`config.mk`:
```
export PLATFORM = sky130hd
export DESIGN_NAME = keys_to_note
export DESIGN_NICKNAME = d
export VERILOG_FILES = /design/src/rtl/note_pkg.sv /design/src/rtl/debounce.sv /design/src/rtl/keys_to_note.sv
export SDC_FILE = /design/constraint.sdc
export NUM_CORES = 1
export LEC_CHECK = 0
export CORE_ASPECT_RATIO = 1.1
export CORE_MARGIN = 4
export CORE_UTILIZATION = 40
export CTS_CLUSTER_DIAMETER = 50
export DETAILED_ROUTE_END_ITERATION = 10
export HOLD_SLACK_MARGIN = 0.05
export SYNTH_ARGS = -nofsm -noshare
export SYNTH_HDL_FRONTEND = slang
export SYNTH_SLANG_ARGS = --single-unit
export TNS_END_PERCENT = 1
```
`constraint.sdc`:
```
create_clock -name clk -period 12.4 [get_ports clk]
set_input_delay 2.48 -clock clk [delete_from_list [all_inputs] [get_ports clk]]
set_output_delay 2.48 -clock clk [all_outputs]
set_load 0.01 [all_outputs]
```
`src/rtl/note_pkg.sv`:
```
`default_nettype none
// ============================================================================
// Module   : note_pkg
// Brief    : Note-code and octave constants shared by the key and LED paths.
// Revision : 1.0
// ============================================================================
package note_pkg;

    localparam logic [4:0] NOTE_REST        = 5'd0;
    localparam logic [4:0] NOTE_INVALID     = 5'd31;
    localparam int         NOTES_PER_OCTAVE = 7;

    localparam logic [1:0] OCT_LOW  = 2'd0;
    localparam logic [1:0] OCT_MID  = 2'd1;
    localparam logic [1:0] OCT_HIGH = 2'd2;

    // keys[6] is note 1 (do) ... keys[0] is note 7 (si)
    function automatic logic [4:0] encode_note(input logic [6:0] keys, input logic [1:0] oct);
        logic [2:0] cnt;
        logic [4:0] idx;
        cnt = 3'd0;
        idx = 5'd0;
        for (int b = 0; b < 7; b++) begin
            if (keys[b]) begin
                cnt = cnt + 3'd1;
                idx = 5'(7 - b);
            end
        end
        if (cnt == 3'd0)
            return NOTE_REST;
        else if (cnt != 3'd1)
            return NOTE_INVALID;
        else
            return 5'(oct) * 5'(NOTES_PER_OCTAVE) + idx;
    endfunction

endpackage
`default_nettype wire

```
`src/rtl/debounce.sv`:
```
`default_nettype none
// ============================================================================
// Module   : debounce
// Brief    : 2-flop synchronizer followed by a counter-based debouncer.
// Revision : 1.0
// ============================================================================
module debounce #(
    parameter int DEBOUNCE_CYCLES = 200000,
    parameter int CNT_W           = 18
) (
    input  logic clk,
    input  logic rst,
    input  logic din_i,
    output logic dout_o
);

    localparam logic [CNT_W-1:0] CNT_LAST = CNT_W'(DEBOUNCE_CYCLES - 1);

    logic             sync1_q;
    logic             sync2_q;
    logic             db_q;
    logic             db_d;
    logic [CNT_W-1:0] cnt_q;
    logic [CNT_W-1:0] cnt_d;

    // Counter only survives while the synchronized input keeps disagreeing
    always_comb begin
        db_d  = db_q;
        cnt_d = '0;
        if (sync2_q != db_q) begin
            if (cnt_q == CNT_LAST)
                db_d = sync2_q;
            else
                cnt_d = cnt_q + CNT_W'(1);
        end
    end

    always_ff @(posedge clk or posedge rst) begin
        if (rst) begin
            sync1_q <= 1'b0;
            sync2_q <= 1'b0;
            db_q    <= 1'b0;
            cnt_q   <= '0;
        end else begin
            sync1_q <= din_i;
            sync2_q <= sync1_q;
            db_q    <= db_d;
            cnt_q   <= cnt_d;
        end
    end

    assign dout_o = db_q;

endmodule
`default_nettype wire

```
`src/rtl/keys_to_note.sv`:
```
`default_nettype none
// ============================================================================
// Module   : keys_to_note
// Brief    : Debounced note keys and octave buttons to 5-bit note code.
//            Define KEYS_TO_NOTE_OCTAVE_WRAP_EN to wrap octave at the limits.
// Revision : 1.0
// ============================================================================
module keys_to_note #(
    parameter int DEBOUNCE_CYCLES = 200000,
    parameter int CNT_W           = 18
) (
    input  logic       clk,
    input  logic       rst,
    input  logic [6:0] key,
    input  logic       oct_up,
    input  logic       oct_dn,
    output logic [4:0] note,
    output logic       note_valid,
    output logic [1:0] octave
);

    import note_pkg::*;

    logic [8:0] raw_w;
    logic [8:0] deb_w;
    logic [1:0] btn_prev_q;
    logic [1:0] octave_q;
    logic [1:0] octave_d;
    logic [4:0] note_q;
    logic [4:0] note_d;
    logic       note_valid_q;
    logic       up_rise_w;
    logic       dn_rise_w;

    assign raw_w = {oct_dn, oct_up, key};

    for (genvar g = 0; g < 9; g++) begin : g_deb
        debounce #(
            .DEBOUNCE_CYCLES (DEBOUNCE_CYCLES),
            .CNT_W           (CNT_W)
        ) u_debounce (
            .clk    (clk),
            .rst    (rst),
            .din_i  (raw_w[g]),
            .dout_o (deb_w[g])
        );
    end

    assign up_rise_w = deb_w[7] & ~btn_prev_q[0];
    assign dn_rise_w = deb_w[8] & ~btn_prev_q[1];

    always_comb begin
        octave_d = octave_q;
        if (up_rise_w && !dn_rise_w) begin
            if (octave_q == OCT_HIGH)
`ifdef KEYS_TO_NOTE_OCTAVE_WRAP_EN
                octave_d = OCT_LOW;
`else
                octave_d = OCT_HIGH;
`endif
            else
                octave_d = octave_q + 2'd1;
        end else if (dn_rise_w && !up_rise_w) begin
            if (octave_q == OCT_LOW)
`ifdef KEYS_TO_NOTE_OCTAVE_WRAP_EN
                octave_d = OCT_HIGH;
`else
                octave_d = OCT_LOW;
`endif
            else
                octave_d = octave_q - 2'd1;
        end
    end

    assign note_d = encode_note(deb_w[6:0], octave_q);

    always_ff @(posedge clk or posedge rst) begin
        if (rst) begin
            btn_prev_q   <= 2'b00;
            octave_q     <= OCT_MID;
            note_q       <= NOTE_REST;
            note_valid_q <= 1'b0;
        end else begin
            btn_prev_q   <= deb_w[8:7];
            octave_q     <= octave_d;
            note_q       <= note_d;
            note_valid_q <= (note_d != note_q);
        end
    end

    assign note       = note_q;
    assign note_valid = note_valid_q;
    assign octave     = octave_q;

endmodule
`default_nettype wire
```
==> results.py <==
metrics = {
    "clock_tree": {
        "clk_pin_slew_ns": 0.07,
        "root_buffer": "clkbuf_16",
        "h-tree-depth": 4,
        "insertion_delay_ns": 0.43,
        "post_cts_resize_count": 0,
        "clock_path_buffers": 2,
        "numCtsBuffers": 17,
        "cts_tree": "built",
        "clock_sinks": 199,
        "cts_hold_buf": 0,
        "post_cts_buffers": 0,
    },
    "yosys": {
        "synthAdderAreaFrac_pct": 3.91,
        "synth_edf_count": 0,
        "post-synth-top-count-cell": "nor2_1",
        "postSynthAreaPerCell_um2": 9.97,
        "synth_cells": 956,
        "yosysWarnings": 0,
        "ys_types": 46,
        "synthMuxAreaShare_pct": 1.04,
        "synth_area_leaders": "dfrtp_1 52%, xor2_1 8.7%, nor2_1 8.4%, xnor2_1 6.0%, nand3_1 3.6%",
        "ys_ff_latch": 199,
        "synth_commonest_cells": "213 x nor2_1, 198 x dfrtp_1, 95 x xor2_1",
        "synth_top_flop_cell": "dfrtp_1",
        "synth-simple-area-share_pct": 22.9,
        "syn-cell-area_um2": 9530,
        "synth_top_family_by_area": "simple AND/OR/NAND/NOR gates",
        "synth_xor_xnor_area_share_pct": 15.5,
        "ys_seq_area_share_pct": 52.3,
        "yosys.area.top_type_share_pct": 52.0,
        "yosys.area.top_type": "dfrtp_1",
        "synth_fp_nets": 995,
        "synth_compound_area_share_pct": 1.88,
        "synthArstFlopShare_pct": 100,
    },
    "outcome": {
        "status": "finished, final reports clean",
    },
    "pwr": {
        "vdd_ir_drop_max_mv": 0.0927,
        "power.density_nw_per_um2": 120,
        "leakage_uw": 0.00472,
    },
    "floorplan": {
        "die_area_um2": 26400,
        "die_h_um": 170,
        "io-pin-count": 19,
        "num_rows": 58,
        "fp.dieW_um": 155,
        "initial_utilization_pct": 41.2,
        "core_area_um2": 23100,
    },
    "routing": {
        "wire_per_inst_um": 12.4,
        "route.detailed.drc": 0,
        "num_vias": 6226,
        "drt_pass1_iterations": 4,
        "met1_length_um": 7720,
        "drtIter0Drc": 296,
        "wl_met3_um": 379,
        "routed_wl_um": 15900,
        "ant_nets": 0,
        "via_per_inst": 4.85,
        "highest_layer": "met4",
        "route.met2.wl_um": 7570,
    },
    "setup_path": {
        "worstReg2RegEnd": "note_valid",
        "ff2ff_setup_slack_ns": 8.30,
        "worstReg2RegStart": "g_deb[0].u_debounce.dout_o",
        "crit_path_end": "g_deb[3].u_debounce.sync1_q",
        "r2r_cells": 19,
        "cp-end-kind": "async pin",
        "path_class": "in -> async",
        "arrival_ns": 4.51,
        "required_ns": 12.81,
        "startpoint_type": "primary input",
        "cp-startpoint": "rst",
        "critPathMaxFanout": 121,
    },
    "timing": {
        "min_period_over_period_pct": 33.1,
        "hold_viol_final": 0,
        "worst_pin_slew_ns": 0.968,
        "max_freq_mhz": 244,
        "min_period_ns": 4.10,
        "fin_worst_skew_ns": 0.0104,
        "slew_viol_final": 0,
        "setup_viol": 0,
        "setup_tns_ns": 0,
        "rsz0062_at_grt": "false",
        "timing.slew.headroom_pct": 34.9,
    },
    "cells_and_area": {
        "num-nets-final": 1009,
        "drive_gt1_share_pct": 6.21,
        "area_growth_pct": 11.1,
        "diodes": 0,
        "fillers": 2149,
        "fin_cells": 1283,
    },
    "placed_design": {
        "post-dp-hpwl_um": 10600,
        "numPortBuffers": 18,
        "dp.cells": 1251,
        "place_congestion": 0.775,
    },
    "global_routing": {
        "grt_pass1_vias": 6263,
        "overflow": 0,
        "grt_max_degree": 122,
        "grt_pass1_wl_um": 28500,
        "antenna_found_initial": 0,
        "grtUsageTotal_pct": 12.9,
    },
    "flow_run": {
        "max_cap_violations": 0,
    },
    "hold_path": {
        "hold_path.class": "reg -> reg",
    },
}
report_power, final:
group	switching, uW	leakage [uW]	internal [uW]
logic	26.7	0.00172	11.7
clock network	246	0.000289	323
registers	8.88	0.00271	659
layer usage:
| layer | up-vias | track usage [%] |
|---|---|---|
| met5 | - | 0 |
| met4 | 0 | 3.84 |
| met3 | 18 | 3.05 |
| met2 | 39 | 21.5 |
| met1 | 3006 | 16.8 |
| li1 | 3163 | - |
per-stage QoR:
step	worst slack, ns	cell area [um^2]	power [uW]	hold WS, ns	util (%)
2_1_floorplan	4.50	9530	708	0.331	-
4_1_cts	8.17	10600	1300	0.353	45.7
3_5_place_dp	7.71	9990	721	0.336	43.1
5_1_grt	7.95	10600	1330	0.359	45.7
3_3_place_gp	7.71	9990	720	0.333	43.1
6_report	8.30	10600	1270	0.351	45.7
state kept, by name, indices dropped and copies added (netlist names):
name                      cells
note                          5
octave                        2
g_deb.u_debounce.cnt_q      162
g_deb.u_debounce.sync2_q      9
note_valid                    1
g_deb.u_debounce.dout_o       9
g_deb.u_debounce.sync1_q      9
btn_prev_q                    2
cells by family (layout without fill, tap and decap cells):
family	Yosys count	after routing
multiplexers	9	9
adder cells (fa/ha/maj)	28	28
AND/OR/NAND/NOR	474	474
XOR/XNOR	163	163
flip-flops	199	199
buffers and inverters	57	84
AO/OA/AOI/OAI	26	26
cell usage in the layout (no fill, tap or decap), drive strengths merged, types with 3 or more instances in the layout:
cell type	count
a21oi	9
and3	35
and4	3
bufinv	3
clkbuf	21
clkdlybuf4s50	18
dfrtp	198
fa	3
ha	25
inv	38
mux2	7
nand2	73
nand3	68
nand4	22
nor2	213
nor2b	3
nor3	22
nor4	9
o21ai	8
or2	9
or4b	6
xnor2	65
xor2	95
cell type report:
class,count,area [um^2],share of cell area [%]
flip-flops and latches,199,4980,47.0
multi-input cells,700,4310,40.7
clock buffers,21,440,4.16
well taps,300,375,3.55
repair buffers,19,188,1.77
clock inverters,11,161,1.52
inverters,33,131,1.24
worst max-delay path: stages:
cell	delay, ns
clkdlybuf4s50_1	0.49
inv_8	0.56
buf_4	0.88
worst min-delay path by stage:
stage | slack [ns] | cells after the start | start | to
floorplan | 0.33 | 0 | g_deb[0].u_debounce.sync1_q | g_deb[0].u_debounce.sync2_q
finish | 0.35 | 0 | g_deb[5].u_debounce.sync1_q | g_deb[5].u_debounce.sync2_q
detailed placement | 0.34 | 0 | g_deb[5].u_debounce.sync1_q | g_deb[5].u_debounce.sync2_q
global placement | 0.33 | 0 | g_deb[7].u_debounce.sync1_q | g_deb[7].u_debounce.sync2_q
global route | 0.36 | 0 | g_deb[5].u_debounce.sync1_q | g_deb[5].u_debounce.sync2_q
CTS | 0.35 | 0 | g_deb[5].u_debounce.sync1_q | g_deb[5].u_debounce.sync2_q
(Power assumes the default switching activity.)
